## config.mk

```make
export PLATFORM = sky130hd
export DESIGN_NAME = rom_io_bridge
export DESIGN_NICKNAME = d
export VERILOG_FILES = /design/src/rtl/rom_io_bridge.sv
export SDC_FILE = /design/constraint.sdc
export NUM_CORES = 1
export LEC_CHECK = 0
export ABC_CLOCK_PERIOD_IN_PS = 1700
export CAP_MARGIN = 20
export CORE_MARGIN = 2
export CORE_UTILIZATION = 30
export CTS_CLUSTER_DIAMETER = 40
export DETAILED_ROUTE_END_ITERATION = 7
export PLACE_DENSITY_LB_ADDON = 0.12
export SYNTH_ARGS = -nofsm -noshare
export SYNTH_HDL_FRONTEND = slang
export SYNTH_SLANG_ARGS = --single-unit
```

## constraint.sdc

```tcl
create_clock -name clock -period 1.7 [get_ports clock]
set_input_delay 0.34 -clock clock [delete_from_list [all_inputs] [get_ports clock]]
set_output_delay 0.34 -clock clock [all_outputs]
set_load 0.01 [all_outputs]
```

## src/rtl/rom_io_bridge.sv

```systemverilog
// Program-memory fetch and single 4-bit I/O port companion for the 4-bit CPU nibble bus.
// Tracks the 8-phase cycle from sync, returns opcode nibbles, and snoops SRC/WRR/RDR.
module rom_io_bridge #(
   parameter logic [3:0] CHIP_ID = 4'h0
) (
   input  logic        clock,
   input  logic        reset,
   input  logic        halt,
   input  logic        sync,
   input  logic        rom_cmd,
   input  logic [3:0]  data_i,
   output logic [3:0]  data_o,
   output logic        data_en,
   output logic [11:0] mem_addr,
   input  logic [7:0]  mem_data,
   input  logic [3:0]  port_i,
   output logic [3:0]  port_o
);

   typedef enum logic [3:0] {
      UNSYNC, A1, A2, A3, M1, M2, X1, X2, X3
   } phase_t;

   typedef enum logic [1:0] {
      XOP_NONE, XOP_SRC, XOP_WRR, XOP_RDR
   } xop_t;

   phase_t      phase_q;
   xop_t        xop_q;
   logic [7:0]  addr_lo_q;
   logic [11:0] mem_addr_q;
   logic [7:0]  opbyte_q;
   logic        skip_q;
   logic [3:0]  src_chip_q;
   logic [3:0]  port_q;

   logic [3:0]  opr, opa;
   logic        two_byte_d;
   xop_t        xop_d;

   assign opr = opbyte_q[7:4];
   assign opa = opbyte_q[3:0];

   // Opcodes whose second byte arrives in the following instruction cycle
   always_comb begin
      two_byte_d = 1'b0;
      case (opr)
         4'h1, 4'h4, 4'h5, 4'h7: two_byte_d = 1'b1;
         4'h2, 4'h3:             two_byte_d = ~opa[0];
         default:                two_byte_d = 1'b0;
      endcase
   end

   always_comb begin
      xop_d = XOP_NONE;
      if (opr == 4'h2 && opa[0])   xop_d = XOP_SRC;
      else if (opbyte_q == 8'hE2)  xop_d = XOP_WRR;
      else if (opbyte_q == 8'hEA)  xop_d = XOP_RDR;
   end

   always_ff @(posedge clock) begin
      if (!reset) begin
         phase_q    <= UNSYNC;
         xop_q      <= XOP_NONE;
         addr_lo_q  <= '0;
         mem_addr_q <= '0;
         opbyte_q   <= '0;
         skip_q     <= 1'b0;
         src_chip_q <= '0;
         port_q     <= '0;
      end else if (!halt) begin
         if (sync) begin
            phase_q <= A1;
         end else begin
            case (phase_q)
               UNSYNC:  phase_q <= UNSYNC;
               A1:      phase_q <= A2;
               A2:      phase_q <= A3;
               A3:      phase_q <= M1;
               M1:      phase_q <= M2;
               M2:      phase_q <= X1;
               X1:      phase_q <= X2;
               X2:      phase_q <= X3;
               X3:      phase_q <= A1;
               default: phase_q <= UNSYNC;
            endcase
         end

         case (phase_q)
            A1: addr_lo_q[3:0] <= data_i;
            A2: addr_lo_q[7:4] <= data_i;
            A3: mem_addr_q     <= {data_i, addr_lo_q};
            M1: opbyte_q       <= mem_data;
            M2: begin
               // The second byte of a two-byte opcode is fetched but never decoded
               if (skip_q) begin
                  skip_q <= 1'b0;
                  xop_q  <= XOP_NONE;
               end else begin
                  skip_q <= two_byte_d;
                  xop_q  <= xop_d;
               end
            end
            X2: begin
               if (xop_q == XOP_SRC && rom_cmd)
                  src_chip_q <= data_i;
               if (xop_q == XOP_WRR && src_chip_q == CHIP_ID)
                  port_q <= data_i;
            end
            default: ;
         endcase
      end
   end

   always_comb begin
      data_en = 1'b0;
      data_o  = 4'h0;
      case (phase_q)
         M1: begin
            data_en = 1'b1;
            data_o  = mem_data[7:4];
         end
         M2: begin
            data_en = 1'b1;
            data_o  = opbyte_q[3:0];
         end
         X2: begin
            if (xop_q == XOP_RDR && src_chip_q == CHIP_ID) begin
               data_en = 1'b1;
               data_o  = port_i;
            end
         end
         default: ;
      endcase
   end

   assign mem_addr = mem_addr_q;
   assign port_o   = port_q;

endmodule

```

==> impl_metrics.toml, run 1 <==
[status]
status = "complete, but fails checks"
violations = "negative setup slack"

[yosys]
synth.distinct_cells = 44
yosys_warnings = 0
synthFlopType = "dfxtp_1"
async_reset_ff_share_pct = 0
synth_seq_cells = 47
synth-edff-count = 0
synthesis.area_um2 = 2073
ys_seq_area_share_pct = 45.38
syn_nets = 241
syn_inst = 216
synth.avg_cell_area_um2 = 9.598

[worst_setup_path]
cp_max_fo = 3
startpoint_type = "register"
crit_chain = "nor4_4 > and4_4 > buf_6 > buf_6 > nand2_1 > o21ai_1 > buf_2"
cp_common_cell = "buf_6"
crit_path_end = "data_o[2]"
cpMaxStageDelayCell = "dfxtp_2"
critPathLaunch = "src_chip_q[0]$_SDFFE_PN0P_"
critPathMaxStageDelay_ps = 340
path_class = "register to primary output"
crit_required_ps = 1360
crit_arrival_ps = 1630
rr_worst_depth = 7
rrSetupSlack_ps = 150
r2r-start = "phase_q[0]$_SDFFE_PN0N_"
end_kind = "primary output"

[placed_design]
post-place-cells = 364
dp_hpwl_um = 3454
gp_congestion = 0.7531
dp_slack_ps = -407.5
portBuffers = 41
placed_cell_area_um2 = 2808

[global_route]
overflow = 0
grt_max_degree = 26
antenna_found_initial = 0
grt_pass1_wl_um = 8155
grt_pass1_vias = 1700
track_usage_pct = 13.91

[cts]
clockRootBuffer = "clkbuf_8"
clk_latency_ps = 300
clk_path_buf_depth = 2
numCtsBuffers = 5
cts.clk_slew.worst_paths_ps = 90
cts_tree = "yes"
htree_num_levels = 2
cts.sink_count = 47

[timing]
setup_ws_ps = -266.5
finClkSkew_ps = 10.41
rsz0062_at_grt = "yes"
setup_tns_ps = -985.1
max_slew_margin_pct = 81.31
setup-violations-final = 5
min_period_ps = 1966
report.final.slew_viol_count = 0
worstMarginPinSlew_ps = 279.5
finalHoldViolCount = 0
period_share_pct = 115.7
max_freq_mhz = 508.5

[power]
p_comb_share_pct = 8.6
cellPowerDensity_nw_per_um2 = 725.0
p_sw_mw = 0.4787
p_leak_nw = 1.422
clockPowerShare_pct = 40.1
peakVddDrop_mv = 0.2760
p_seq_share_pct = 51.3
intPower_mw = 1.698
p_sw_share_pct = 22.00

[detailed_routing]
wl_per_cell_um = 12.69
drtIter0Drc = 59
dr.pass1.iters = 4
drc = 0
wl_um = 4798
num_vias = 1747
ant_nets = 0
viasPerCell = 4.622

[cells_and_area]
final_common_cell = "dfxtp_1"
mostFrequentLayoutCells = "dfxtp_1, nor2_1, buf_4"
finalNonFillerCells = 378
final_util_pct = 44.43
drive_above_1_share_pct = 25.17
fin_nets = 322
antenna_cells = 0
finalInstanceArea_um2 = 3002
area_delta_synth_final_pct = 44.78

[die]
die_x_um = 87.13
die_area_um2 = 7592
coreArea_um2 = 6756
initial_core_util_pct = 30.69
die_h_um = 87.13
row_count = 30
boundaryPins = 42

[run]
maxCapViolCount = 0

[worst_hold_path]
hold_depth = 2
hold_path_class = "register to register"
## synthesized netlist by cell type (all sizes together), types with 2 or more instances
master / number / area (µm²)
dfxtp: 47 / 940.9
nor2: 40 / 150.1
mux2i: 36 / 360.4
nand2: 16 / 65.06
a21oi: 9 / 45.04
o21ai: 7 / 35.03
inv: 6 / 22.52
buf: 5 / 40.04
nand3: 5 / 25.02
nor3: 5 / 30.03
ha: 4 / 50.05
clkbuf: 3 / 11.26
nand2b: 3 / 26.27
nor3b: 3 / 38.79
and2: 2 / 12.51
and4: 2 / 17.52
and4b: 2 / 20.02
nor4: 2 / 27.53
or3: 2 / 12.51
## area by class of cell
cell class	count	area (µm²)
Inverter	6	22.52
Multi-Input combinational cell	155	1085
Timing Repair Buffer	82	724.4
Clock inverter	2	38.79
Fill cell	706	3755
Clock buffer	6	82.58
Tap cell	80	100.1
Sequential cell	47	948.4
## state kept, by name, summed over array words and instances, names as in the netlist, named ones only
name and flops:
src_chip_q 4, xop_q 2, phase_q 4, skip_q 1
port_o 4, mem_addr 12, addr_lo_q 8, opbyte_q 8
## cell families (layout without fill, tap and decap cells)
group                    Yosys count  after routing  synth area share (%)
AND/OR/NAND/NOR                   90             90                 23.78
AO/OA/AOI/OAI                     24             24                 7.061
XOR/XNOR                           1              1                0.4225
adder cells (fa/ha/maj)            4              4                 2.414
buffers and inverters             14             96                 3.561
flip-flops                        47             47                 45.38
multiplexers                      36             36                 17.38
## how the worst min path moves through the flow
| stage | slack (ps) | to | startpoint |
|---|---|---|---|
| 2_1_floorplan | 430 | addr_lo_q[4]$_SDFFE_PN0P_ | addr_lo_q[4]$_SDFFE_PN0P_ |
| 3_3_place_gp | 450 | addr_lo_q[5]$_SDFFE_PN0P_ | addr_lo_q[5]$_SDFFE_PN0P_ |
| 3_5_place_dp | 450 | addr_lo_q[4]$_SDFFE_PN0P_ | addr_lo_q[4]$_SDFFE_PN0P_ |
| 4_1_cts | 460 | addr_lo_q[4]$_SDFFE_PN0P_ | addr_lo_q[4]$_SDFFE_PN0P_ |
| 5_1_grt | 480 | addr_lo_q[5]$_SDFFE_PN0P_ | addr_lo_q[5]$_SDFFE_PN0P_ |
| 6_report | 460 | addr_lo_q[4]$_SDFFE_PN0P_ | addr_lo_q[4]$_SDFFE_PN0P_ |
## power by group through the flow
| stage | combinational (mW) | sequential, mW | clock [mW] |
|---|---|---|---|
| 6_report | 0.187 | 1.12 | 0.874 |
| 3_3_place_gp | 0.184 | 1.14 | 0 |
| 3_5_place_dp | 0.183 | 1.14 | 0 |
| 5_1_grt | 0.206 | 1.12 | 0.949 |
| 4_1_cts | 0.190 | 1.12 | 0.902 |
| 2_1_floorplan | 0.0729 | 1.14 | 0 |
## repair_timing
action                                 4_1_cts  5_1_grt
hold buffers                                 0        0
endpoints found under the hold margin        0        0
setup endpoints to repair                    6        8
pin swaps                                    4        4
buffers inserted                             6        0
gates resized for setup                     36        4
## metrics by stage
step           power (mW)  hold slack, ps
6_report            2.176           458.2
2_1_floorplan       1.215           434.8
4_1_cts             2.208           462.6
5_1_grt             2.273           476.6
3_5_place_dp        1.325           449.4
3_3_place_gp        1.326           447.6
## layer usage
layer / routed length (µm) / GRT usage, %
met2: 2138 / 20.96
met3: 136 / 2.370
met5: 0 / 0
met4: 120 / 7.273
met1: 2402 / 19.01
## worst max-delay path: cells and delay by family (launching register included)
family / cells / cell delay [ps]
buffers and inverters: 3 / 320
AO/OA/AOI/OAI: 1 / 60
AND/OR/NAND/NOR: 3 / 600
flip-flops: 1 / 340
Note: power is estimated with default switching activity, not from simulation.
==> run 2, diff against run 1 <==
--- a/config.mk
+++ b/config.mk
@@ -5,12 +5,14 @@
 export SDC_FILE = /design/constraint.sdc
 export NUM_CORES = 1
 export LEC_CHECK = 0
+export ABC_AREA = 1
 export ABC_CLOCK_PERIOD_IN_PS = 1700
 export CAP_MARGIN = 20
 export CORE_MARGIN = 2
 export CORE_UTILIZATION = 30
 export CTS_CLUSTER_DIAMETER = 40
 export DETAILED_ROUTE_END_ITERATION = 7
+export GPL_ROUTABILITY_DRIVEN = 1
 export PLACE_DENSITY_LB_ADDON = 0.12
 export SYNTH_ARGS = -nofsm -noshare
 export SYNTH_HDL_FRONTEND = slang
==> run 2 against run 1 <==
Compared with the run above: die area increased by 2.4%; synthesized cell count rose by 34%; the flow now finishes without violations; critical endpoint is now data_o[0]; first-iteration DRC count is 15% higher.
==> impl_metrics.toml, run 2 <==
[status]
status = "complete, no violations"

[worst_setup_path]
path_class = "register to primary output"
cp_max_fo = 6
crit_arrival_ps = 1360
end_kind = "primary output"
r2r-start = "phase_q[0]$_SDFFE_PN0N_"
crit_path_end = "data_o[0]"
critPathLaunch = "src_chip_q[0]$_SDFFE_PN0P_"
startpoint_type = "register"
crit_required_ps = 1360
rrSetupSlack_ps = 260
rr_worst_depth = 10

[cells_and_area]
largest_reg_flops = 12
area_delta_synth_final_pct = 38.69
mostFrequentLayoutCells = "nand2_1, dfxtp_1, clkdlybuf4s50_1"
drive_above_1_share_pct = 23.20
finalNonFillerCells = 458
multi_input_comb_area_um2 = 1023
final_util_pct = 43.13
fin_nets = 387
ff_latch_area_um2 = 947.2
final_common_cell = "nand2_1"
num-fill-cells = 734
antenna_cells = 0

[timing]
setup-violations-final = 0
report.final.slew_viol_count = 0
max_slew_margin_pct = 79.54
rsz0062_at_grt = "yes"
max_freq_mhz = 589.0
finalHoldViolCount = 0
worstMarginPinSlew_ps = 306.8
period_share_pct = 99.87
finClkSkew_ps = 4.795
min_period_ps = 1698

[die]
die_h_um = 88.16
initial_core_util_pct = 31.10
die_x_um = 88.16
die_area_um2 = 7771
row_count = 30
boundaryPins = 42
coreArea_um2 = 6832

[detailed_routing]
drc = 0
wl_um = 4887
num_vias = 2000
dr.pass1.iters = 4
wl_per_cell_um = 10.67
drtIter0Drc = 68
ant_nets = 0
viasPerCell = 4.367

[global_route]
grt_pass1_vias = 1888
grt_max_degree = 35
antenna_found_initial = 0
track_usage_pct = 14.09
overflow = 0
grt_pass1_wl_um = 8569

[cts]
cts.sink_count = 47
clockRootBuffer = "clkbuf_8"
clk_latency_ps = 300
cts.clk_slew.worst_paths_ps = 80
clk_path_buf_depth = 2
cts_tree = "yes"
htree_num_levels = 2
numCtsBuffers = 5

[yosys]
synth_seq_cells = 47
ys_seq_area_share_pct = 44.29
synthesis.area_um2 = 2125
synthTopCellsByArea = "dfxtp_1, nand2_1, nor2_1"
synth.distinct_cells = 28
synth_common_cells = "nand2_1, dfxtp_1, nor2_1"
synthFlopType = "dfxtp_1"
synth.avg_cell_area_um2 = 7.326
syn_inst = 290
synth_top_cell_area_share_pct = 44.29
yosysMostFrequentCell = "nand2_1"
synth-edff-count = 0
synth_top_area_cell = "dfxtp_1"
async_reset_ff_share_pct = 0
syn_nets = 315
yosys_warnings = 0

[worst_hold_path]
hold_path_class = "register to register"

[power]
cellPowerDensity_nw_per_um2 = 669.6
peakVddDrop_mv = 0.2395
p_leak_nw = 1.222

[placed_design]
gp_congestion = 0.7701
dp_hpwl_um = 3756
post-place-cells = 447
portBuffers = 41

[run]
maxCapViolCount = 0
==> run 2: worst min path at each step <==
| stage | startpoint | end | slack [ps] | depth (start not counted) |
|---|---|---|---|---|
| 4_1_cts | addr_lo_q[5]$_SDFFE_PN0P_ | mem_addr[5]$_SDFFE_PN0P_ | 460 | 2 |
| 6_report | addr_lo_q[4]$_SDFFE_PN0P_ | mem_addr[4]$_SDFFE_PN0P_ | 460 | 2 |
| 3_5_place_dp | addr_lo_q[5]$_SDFFE_PN0P_ | addr_lo_q[5]$_SDFFE_PN0P_ | 450 | 2 |
| 3_3_place_gp | addr_lo_q[7]$_SDFFE_PN0P_ | mem_addr[7]$_SDFFE_PN0P_ | 440 | 2 |
| 2_1_floorplan | addr_lo_q[4]$_SDFFE_PN0P_ | addr_lo_q[4]$_SDFFE_PN0P_ | 430 | 2 |
| 5_1_grt | addr_lo_q[6]$_SDFFE_PN0P_ | mem_addr[6]$_SDFFE_PN0P_ | 480 | 2 |
==> run 2: layout make-up <==
| class | count | share of cell area (%) |
|---|---|---|
| Multi-Input combinational cell | 202 | 34.73 |
| Sequential cell | 47 | 32.14 |
| Timing Repair Buffer | 74 | 21.91 |
| Inverter | 32 | 4.161 |
| Tap cell | 96 | 4.076 |
| Clock buffer | 6 | 2.803 |
| Clock inverter | 1 | 0.1699 |
==> run 2: worst max-delay path, cell delays in order (launching register included) <==
cell and delay [ps]:
dfxtp_2 320, or2_4 260, nor2_8 160, nand4_1 100, nand3_1 90, buf_2 130
==> run 2: repair_timing <==
| item | CTS | global route |
|---|---|---|
| buffers inserted | 3 | 1 |
| pin swaps | 3 | 3 |
| hold buffers | 0 | 0 |
| resized for setup | 29 | 7 |
| endpoints found under the setup margin | 5 | 8 |
==> run 2: logic make-up (layout without fill, tap and decap cells) <==
| family | count (synthesis) | after routing | share of synthesized area (%) |
|---|---|---|---|
| AO/OA/AOI/OAI | 54 | 54 | 12.96 |
| adder cells (fa/ha/maj) | 4 | 4 | 2.356 |
| buffers and inverters | 41 | 113 | 8.715 |
| flip-flops | 47 | 47 | 44.29 |
| AND/OR/NAND/NOR | 144 | 144 | 31.69 |
==> run 2: metrics by stage <==
step | area, µm² | hold slack (ps) | TNS, ps | setup slack, ps | total power [mW]
after global placement | 2820 | 441.4 | -4199 | -206.1 | 1.323
after detailed placement | 2820 | 447.3 | -3823 | -227.6 | 1.323
final | 2947 | 455.9 | 0 | 2.254 | 1.973
after global routing | 2947 | 479.5 | -274.2 | -74.76 | 2.071
after CTS | 2927 | 459.7 | 0 | 6.311 | 2.006
after floorplan | 2125 | 429.7 | 0 | 338.8 | 1.222
==> run 2: where the power goes <==
group | leakage, nW | internal (mW) | switching, mW
sequential | 0.382 | 1.12 | 0.00859
combinational | 0.793 | 0.0909 | 0.0821
clock | 0.0470 | 0.319 | 0.356
==> run 2: routing by layer <==
metal	global-route usage [%]	wire length, µm	part of all wire (%)
met5	0	0	0
met4	4.959	80	1.6
met3	3.676	250	5.1
met2	23.35	2191	45
met1	17.77	2365	48
